**src/rtl/alu_74x181_nibble_sequencer.sv**
```systemverilog
// Sequences one shared 4-bit 74x181 slice across a WIDTH-bit operand pair,
// one nibble per clock LSB first, chaining the active-low carry between passes.
module alu_74x181_nibble_sequencer #(
   parameter int WIDTH = 16
) (
   input  logic             clk,
   input  logic             rst,
   input  logic             start,
   input  logic [WIDTH-1:0] a,
   input  logic [WIDTH-1:0] b,
   input  logic [3:0]       s,
   input  logic             m,
   input  logic             ci_bar,
   output logic [3:0]       alu_a,
   output logic [3:0]       alu_b,
   output logic [3:0]       alu_s,
   output logic             alu_m,
   output logic             alu_ci_bar,
   input  logic [3:0]       alu_f,
   input  logic             alu_co_bar,
   input  logic             alu_aeqb,
   output logic [WIDTH-1:0] f,
   output logic             co_bar,
   output logic             aeqb,
   output logic             busy,
   output logic             done
);

   localparam int NIBBLES = WIDTH / 4;
   localparam int CW      = $clog2(NIBBLES);
   localparam logic [CW-1:0] LAST = CW'(NIBBLES - 1);

   typedef enum logic [1:0] {IDLE, RUN, FIN} state_t;

   state_t           state;
   logic [CW-1:0]    cnt;
   logic [WIDTH-1:0] a_r, b_r;
   logic [3:0]       s_r;
   logic             m_r;
   logic             carry;

   // cnt is parked at 0 outside RUN, so the slice then sees nibble 0
   assign alu_a      = a_r[{cnt, 2'b00} +: 4];
   assign alu_b      = b_r[{cnt, 2'b00} +: 4];
   assign alu_s      = s_r;
   assign alu_m      = m_r;
   assign alu_ci_bar = carry;

   always_ff @(posedge clk or posedge rst) begin
      if (rst) begin
         state  <= IDLE;
         cnt    <= '0;
         a_r    <= '0;
         b_r    <= '0;
         s_r    <= '0;
         m_r    <= 1'b1;
         carry  <= 1'b1;
         f      <= '0;
         co_bar <= 1'b1;
         aeqb   <= 1'b0;
         busy   <= 1'b0;
         done   <= 1'b0;
      end else begin
         done <= 1'b0;
         case (state)
            IDLE, FIN: begin
               if (start) begin
                  a_r   <= a;
                  b_r   <= b;
                  s_r   <= s;
                  m_r   <= m;
                  carry <= ci_bar;
                  cnt   <= '0;
                  aeqb  <= 1'b1;
                  busy  <= 1'b1;
                  state <= RUN;
               end else begin
                  busy  <= 1'b0;
                  state <= IDLE;
               end
            end
            RUN: begin
               f[{cnt, 2'b00} +: 4] <= alu_f;
               carry <= alu_co_bar;
               aeqb  <= aeqb & alu_aeqb;
               if (cnt == LAST) begin
                  co_bar <= alu_co_bar;
                  cnt    <= '0;
                  busy   <= 1'b0;
                  done   <= 1'b1;
                  state  <= FIN;
               end else begin
                  cnt <= cnt + 1'b1;
               end
            end
            default: state <= IDLE;
         endcase
      end
   end

endmodule

```
**config.mk**
```make
export PLATFORM = sky130hd
export DESIGN_NAME = alu_74x181_nibble_sequencer
export DESIGN_NICKNAME = d
export VERILOG_FILES = /design/src/rtl/alu_74x181_nibble_sequencer.sv
export SDC_FILE = /design/constraint.sdc
export NUM_CORES = 1
export LEC_CHECK = 0
export ABC_AREA = 1
export BUFFER_PORTS_ARGS = -buffer_cell sky130_fd_sc_hd__buf_4
export CAP_MARGIN = 20
export CELL_PAD_IN_SITES_DETAIL_PLACEMENT = 0
export CELL_PAD_IN_SITES_GLOBAL_PLACEMENT = 1
export CORE_ASPECT_RATIO = 0.7
export CORE_MARGIN = 2
export CORE_UTILIZATION = 40
export CTS_CLUSTER_SIZE = 24
export DETAILED_ROUTE_END_ITERATION = 8
export MAX_ROUTING_LAYER = met4
export PLACE_DENSITY = 0.86
export SLEW_MARGIN = 10
export SYNTH_ARGS = -nofsm -noshare
export SYNTH_HDL_FRONTEND = slang
export SYNTH_SLANG_ARGS = --single-unit
```
**constraint.sdc**
```tcl
create_clock -name clk -period 4.3 [get_ports clk]
set_clock_uncertainty 0.15 [all_clocks]
set_input_delay 0.43 -clock clk [delete_from_list [all_inputs] [get_ports clk]]
set_output_delay 0.43 -clock clk [all_outputs]
set_load 0.03 [all_outputs]
```
Yosys cells after proc, flatten, opt, wreduce, memory -nomap -nowiden. Cells that the tools add are included.

Flip-flop bits (word level): 62. Bits in latches: 0. Bits in writable memories: 0. ROM bits: 0. Output and inout port bits: 34. Logic and storage cells: 47. Memories: 0.

$add $sub $neg: 2. Multiply operators: 0. Div/mod/pow operators: 0. Magnitude comparators: 0. Equality and inequality tests: 5. Shifts and indexed selects: 4. Muxes and demuxes: 16. Bitwise gates (word level): 1. Reduce and logical (&&, ||, !) cells: 7.

Operator list (count): $shiftx A16 B5 Y4 (2); $bwmux W16 (1); $shift A4 B6 Y16 const A (1); $shiftx A4 B6 Y16 (1); $pmux W2 S2 (2); $reduce_and A2 Y1 (4); $mux W1 (7); $mux W2 (3); $neg A4 Y6 (1); $pmux W1 S2 (3); $eq A2 B2 Y1 const B (2); $ne A2 B2 Y1 const B (2); $add A2 B1 Y2 const B (1); $eq A2 B1 Y1 const B (1); $logic_not A2 Y1 (1); $reduce_bool A2 Y1 (1); $reduce_or A2 Y1 (1); $and A1 B1 Y1 (1).

Logic depth before layout (Yosys ltp). Gate-level depths: netlist of the first run.

Depth in word-level cells: 4. Depth in mapped cells: 8. Gate-level depth less buffers: 7.

Least setup slack after synthesis of the first run. OpenSTA, ideal clock, no wires.

Kind: reg-to-output. Start: reg cnt[0]. End: out alu_a[3]. Data arrival time: 1.158 ns. Data required time: 3.720 ns. Slack: 2.562 ns. Cell stages (with the launch flop): 7. Path buffers: 1. Cell sequence: dfrtp_1 -> inv_2 -> buf_6 -> nor2_1 -> nor2_1 -> o21ai_0 -> nand2_1.

Word-level cells in the longest chain between the ends: 1.

Ends and longest elaborated chain: start: declaration (line 36) `logic [CW-1:0] cnt;`; start signal: assignment (line 93) `cnt <= cnt + 1'b1;`; $shiftx A16 B5 Y4 (line 43) `assign alu_a = a_r[{cnt, 2'b00} +: 4];`; end: declaration (line 14) `output logic [3:0] alu_a,`.

No other way between the ends.

Worst setup path after layout of the first run.
Start: reg cnt[0]. End: out alu_a[2].

Same word-level chain as after synthesis.

==> summary.md, run 1 <==
| Metric | Value |
|---|---|
| Worst Path Class, Setup | `reg2out` |
| Dpl cell area | `3460 µm²` |
| CP arrival | `2020 ps` |
| Pwr dens | `805 nW/µm²` |
| Overall Global Routing Usage | `0.193` |
| GRT Residual Overflow | `0` |
| Leakage Power | `2.03 nW` |
| Mapped Cells | `346` |
| Top Ports | `81` |
| Setup TNS Final | `0 ps` |
| Vias per cell | `4.57` |
| CP endpoint kind | `output pin` |
| Diodes inserted | `0` |
| Post-CTS Setup Bufs | `0` |
| Initial antenna violation count | `0` |
| CTS buffer count | `9` |
| Worst Hold Class | `in2async` |
| Max Freq | `0.384 GHz` |
| Resized Gates After CTS | `0` |
| Per-cell routed wire length | `12.8 µm` |
| Die W | `104 µm` |
| Synth Warn # | `0` |
| Row Count | `25` |
| Largest net degree at the start of global routing | `51` |
| Synth unique cells | `17` |
| Syn_area_per_cell | `8.13 µm²` |
| Htree depth | `3` |
| Worst slew pin tran | `870 ps` |
| Clk sinks | `between 60 and 70` |
| Pre-CTS setup slack | `between 2000 and 2500 ps` |
| Vias | `2398` |
| Drt initial violations | `between 100 and 150` |
| Startpoint Class | `flop` |
| CTS tree | `built` |
| Routed WL | `6720 µm` |
| Design area | `approximately 3600 µm²` |
| Status | `complete, no violations` |
| Finished Core Util | `0.536` |
| RSZ-0062 raised after global routing | `no` |
| Max Cap Viol | `0` |
| Clock root buffer | `clkbuf_8` |
| DRC Markers | `0` |
| Slew Viols, Final | `0` |
| Layout cells sized above 1 | `0.241` |
| Die Y | `74.1 µm` |
| Period minus WS final | `2600 ps` |
| Clock transition at path regs | `70 ps` |
| Final net count | `479` |
| Sequential share of the synthesized area | `0.553` |
| Tcrit/Tclk final | `0.605` |
| Initial core utilization | `0.414` |
| Clock buffer depth | `2` |
| Post-synth net total | `399` |
| Post-CTS Hold Buffers | `0` |
| Max FO, Critical Path | `39` |
| Slew Limit Headroom | `0.419` |
| Die area | `7730 µm²` |
| DRT Pass-1 Iters | `4` |
| First-pass GRT wire length | `11100 µm` |
| Core area | `6790 µm²` |
| WP data required | `3720 ps` |
| Final Hold Viols | `0` |
| Setup slack after layout | `1700 ps` |
| Synthesis-stage register bit count | `62` |
| Worst-Skew Late Latency | `340 ps` |
| Post-detail-place hpwl | `4770 µm` |
| Vias in the first global route | `2323` |
| Post-route ant nets | `0` |
| Post-Syn Area | `between 2000 and 3000 µm²` |
| Final Wtd Congestion | `0.809` |
| Final setup fails | `0` |
| Input/output buffers | `80` |
| Area delta synth->final | `29.4%` |
| Register-to-Register Setup Slack | `2070 ps` |
| Worst vdd ir | `between 200 and 300 µV` |
## per-layer routing
layer  up-vias  global-route usage  share of wire
met5         -                   -              0
met4         0              0.0751          0.020
met3        12              0.0561          0.057
met2        69               0.268           0.39
met1      1089               0.267           0.53
li1       1228                   -              -
## cells by family (layout without fill, tap and decap cells)
logic type | count (synthesis) | after routing | synth area share
and+or+nand+nor | 202 | 202 | 0.279
DFF | 62 | 62 | 0.553
buffers and inverters | 41 | 126 | 0.0676
AOI/OAI and AO/OA | 35 | 35 | 0.0734
adders and majority gates | 6 | 6 | 0.0267
## final cells by class
class,instances,area (µm²)
clock buffer,11,131
clock inverter,5,50.0
fill,663,3150
inverter,29,109
multi-input combinational,243,1070
sequential,62,1560
tap,94,118
timing repair buffer,81,608
## cell usage after synthesis (all sizes together)
cell / n / area (µm²)
o211ai: 12 / 90.1
inv: 29 / 109
nor3: 2 / 20.0
nor2: 22 / 82.6
ha: 6 / 75.1
buf: 12 / 81.3
nand3: 9 / 45.0
nand2: 169 / 637
dfrtp: 59 / 1480
o22ai: 1 / 6.26
o21ai: 22 / 110
dfstp: 3 / 78.8
## per-stage QoR
step / hold WS (ps) / power (mW) / cells
2_1_floorplan: 294 / 1.99 / 346
3_3_place_gp: 312 / 2.43 / 509
3_5_place_dp: 311 / 2.46 / 509
4_1_cts: 115 / 2.95 / 525
5_1_grt: 127 / 3.15 / 525
6_report: 125 / 2.93 / 525
## critical path, cell delays in order, from the launching register on
cell and delay (ps):
dfrtp_1 520, inv_2 550, nor2_1 80, nor2_1 100
o21ai_0 140, nand2_1 120, buf_4 160
## power breakdown
part,internal [mW],total [mW],switching [mW]
Clock,0.264,0.486,0.223
Combinational,0.487,1.42,0.935
Sequential,0.853,1.02,0.168
## flip-flops by register name, indices dropped and copies added, names as in the netlist, 2 cells and up
| signal | count |
|---|---|
| f | 16 |
| cnt | 2 |
| alu_s | 4 |
| a_r | 16 |
| b_r | 16 |
| state | 2 |
## worst paths after layout
check | endpoint | startpoint | depth (start not counted)
min in group clk | a_r[5]$_DFFE_PP0P_ | a[5] | 3
worst max-delay path | alu_a[2] | cnt[0]$_DFFE_PP0P_ | 6
worst min-delay path | aeqb$_DFFE_PP0P_ | rst | 2
worst min register to register | alu_m$_DFFE_PP1P_ | alu_m$_DFFE_PP1P_ | 2
worst max register to register | f[12]$_DFFE_PP0P_ | cnt[0]$_DFFE_PP0P_ | 7
max in group asynchronous | alu_m$_DFFE_PP1P_ | rst | 3
## placed cells by master (no fill, tap or decap), drive strengths merged
cell,instances
o211ai,12
o21ai,22
nand2,169
clkinv,4
nor3,2
nor2,22
dfrtp,59
clkbuf,11
inv,29
buf,81
ha,6
nand3,9
dfstp,3
o22ai,1
bufinv,1
Power figures use the tool's default switching activity.
==> inputs of run 2 (changes only) <==
CORE_UTILIZATION = 34   (was 40)
PLACE_DENSITY = 0.78   (was 0.86)
clock period = 2.2 ns   (was 4.3 ns; I/O delays follow)
==> run 2 against run 1 <==
Compared with the run above: sequential power rose by 88%; worst hold slack got worse by 37 ps; first-iteration DRC count rose by 14%; power rose by 110%; cell count rose by 11%; worst setup slack got worse by 1500 ps; global-route usage fell by 1.5 points; critical endpoint is now alu_ci_bar$_DFFE_PP1P_; highest routed layer unchanged.
==> summary.md, run 2 (synthesis gave the netlist of run 1 again) <==
| Metric | Value |
|---|---|
| Worst r2r path cells | `7 (unchanged)` |
| Regs by FF count | `a_r (16), b_r (16), f (16)` |
| Vias in the first global route | `2542 (+9.4%)` |
| Dpl cell area | `3530 µm² (+2.3%)` |
| Initial antenna violation count | `0 (unchanged)` |
| Leakage Power | `2.30 nW (+13%)` |
| Final Hold Viols | `0 (unchanged)` |
| Setup TNS Final | `0 ps (unchanged)` |
| Worst-Skew Late Latency | `320 ps (-20 ps)` |
| Post-detail-place hpwl | `4920 µm (+3.1%)` |
| Max FO, Critical Path | `22 (-44%)` |
| P_sw | `2.64 mW (+99%)` |
| DRC Markers | `0 (unchanged)` |
| CTS tree | `built` |
| Worst Hold Class | `in2reg` |
| Die Y | `80.1 µm (+8.0%)` |
| CP endpoint kind | `flop` |
| Placed Cells | `522 (+2.6%)` |
| GRT Residual Overflow | `0 (unchanged)` |
| Clock buffer depth | `2 (unchanged)` |
| Sequential power share | `0.309 (-0.040)` |
| Die W | `113 µm (+8.1%)` |
| Status | `complete, no violations` |
| Combinational Power Share | `0.482 (-0.003)` |
| RR Endpoint | `alu_ci_bar$_DFFE_PP1P_` |
| Tcrit/Tclk final | `0.893` |
| Post-route ant nets | `0 (unchanged)` |
| Clock transition at path regs | `50 ps (-20 ps)` |
| Internal power | `3.58 mW (+120%)` |
| Initial core utilization | `0.354 (-0.0601)` |
| Clk sinks | `62 (unchanged)` |
| Commonest non-fill, non-tap cell in the layout | `nand2_1` |
| Worst Path Class, Setup | `reg2reg` |
| First-pass GRT wire length | `12200 µm (+9.6%)` |
| FF+latch area | `1560 µm² (unchanged)` |
| WP data required | `2310 ps (-1410 ps)` |
| Vias per cell | `4.43 (-3.0%)` |
| Top Ports | `81 (unchanged)` |
| Worst vdd ir | `655 µV (+130%)` |
| Die area | `9020 µm² (+17%)` |
| Pre-CTS setup slack | `463 ps (-1620 ps)` |
| Final net count | `529 (+10%)` |
| Fin cells | `582 (+11%)` |
| CP arrival | `2070 ps (+50 ps)` |
| Critical Path Source | `state[0]$_DFFE_PP0P_` |
| Max Cap Viol | `0 (unchanged)` |
| Worst slew pin tran | `540 ps (-330 ps)` |
| Multi-input gate area | `1070 µm² (unchanged)` |
| Final Wtd Congestion | `0.785 (-2.9%)` |
| Setup slack after layout | `235 ps (-1460 ps)` |
| Core area | `7940 µm² (+17%)` |
| Final setup fails | `0 (unchanged)` |
| Diodes inserted | `0 (unchanged)` |
| Commonest non-fill, non-tap cells in the layout | `nand2_1 (168), buf_4 (84), dfrtp_1 (59)` |
| Layout cells sized above 1 | `0.233 (-0.00845)` |
| Vias | `2578 (+7.5%)` |
| Row Count | `27 (+8.0%)` |
| Area delta synth->final | `51.8%` |
| Layout fillers | `713 (+7.5%)` |
| Startpoint Class | `flop` |
| Design area | `4270 µm² (+17%)` |
| Slew Viols, Final | `0 (unchanged)` |
| Largest net degree at the start of global routing | `39 (-24%)` |
| Routed WL | `7230 µm (+7.6%)` |
| Finished Core Util | `0.538 (+0.00174)` |
| DRT Pass-1 Iters | `5 (+1)` |
| Overall Global Routing Usage | `0.177 (-0.0155)` |
| Period minus WS final | `1970 ps` |
| Sw Share | `0.424 (-0.0278)` |
| Htree depth | `3 (unchanged)` |
| Register-to-Register Setup Slack | `230 ps (-1840 ps)` |
| Pwr dens | `1460 nW/µm² (+81%)` |
| Clock share of power | `0.209 (+0.043)` |
| Drt initial violations | `141 (+14%)` |
| Slew Limit Headroom | `0.639 (+0.220)` |
| Per-cell routed wire length | `12.4 µm (-2.9%)` |
| Worst r2r src | `state[0]$_DFFE_PP0P_` |
| Max Freq | `0.509 GHz` |
| Input/output buffers | `80 (unchanged)` |
| Clock root buffer | `clkbuf_16` |
| Worst Setup EP | `alu_ci_bar$_DFFE_PP1P_` |
| RSZ-0062 raised after global routing | `no` |
| CTS buffer count | `9 (unchanged)` |
==> run 2: cell types whose count changed in the layout (fill, tap and decap cells not counted), moves of 2 or more <==
cell,delta
clkinv_2,-2
clkbuf_8,-7
buf_4,+3
clkbuf_1,-2
dlygate4sd3_1,+44
buf_12,+2
clkbuf_16,+9
clkinvlp_4,+2
==> run 2: power by group through the flow <==
stage | sequential (mW) | combinational (mW) | clock [mW]
global route | 1.98 | 3.33 | 1.40
finish | 1.92 | 3.00 | 1.30
global placement | 1.93 | 2.88 | 0
detailed placement | 1.94 | 2.93 | 0
floorplan | 2.31 | 1.59 | 0
CTS | 1.92 | 3.02 | 1.34
==> run 2: layer usage <==
layer	vias up	share of wire	wire (µm)	GRT usage
met2	63	0.45	3260	0.265
met4	0	0.0048	35	0.0451
li1	1332	-	-	-
met5	-	0	0	-
met3	2	0.053	386	0.0551
met1	1181	0.49	3550	0.238
==> run 2: stage by stage <==
stage	power [mW]	hold slack, ps
after floorplan	3.89	161
final	6.22	88.5
after CTS	6.28	77.2
after global placement	4.82	151
after global routing	6.72	96.0
after detailed placement	4.87	151
==> run 2: cell type report <==
class                           instances  share of cell area
Tap cell                              101              0.0296
Timing Repair Buffer                  131               0.263
Clock buffer                           11              0.0592
Multi-Input combinational cell        243               0.250
Inverter                               29              0.0261
Sequential cell                        62               0.364
Clock inverter                          5             0.00792
==> run 2: timing repair <==
item / in CTS / in global routing
resized for setup: 0 / 3
buffers inserted: 0 / 0
endpoints found under the hold margin: 63 / 0
endpoints found under the setup margin: 0 / 2
hold buffers: 44 / 0
==> run 2: critical path, stage by stage (launching register included) <==
cell and delay (ps):
dfrtp_1 460, inv_1 110, nand2_2 70, inv_4 200, buf_4 220, nand2_1 70, nand3_1 70, dlygate4sd3_1 550
==> run 2: how the worst min path moves through the flow <==
stage	from	cells past startpoint	slack [ps]	to
6_report	alu_f[2]	5	90	f[6]$_DFFE_PP0P_
5_1_grt	alu_f[2]	5	100	f[6]$_DFFE_PP0P_
4_1_cts	alu_f[0]	5	80	f[4]$_DFFE_PP0P_
3_5_place_dp	rst	2	150	f[1]$_DFFE_PP0P_
3_3_place_gp	rst	2	150	f[8]$_DFFE_PP0P_
2_1_floorplan	m	2	160	alu_m$_DFFE_PP1P_
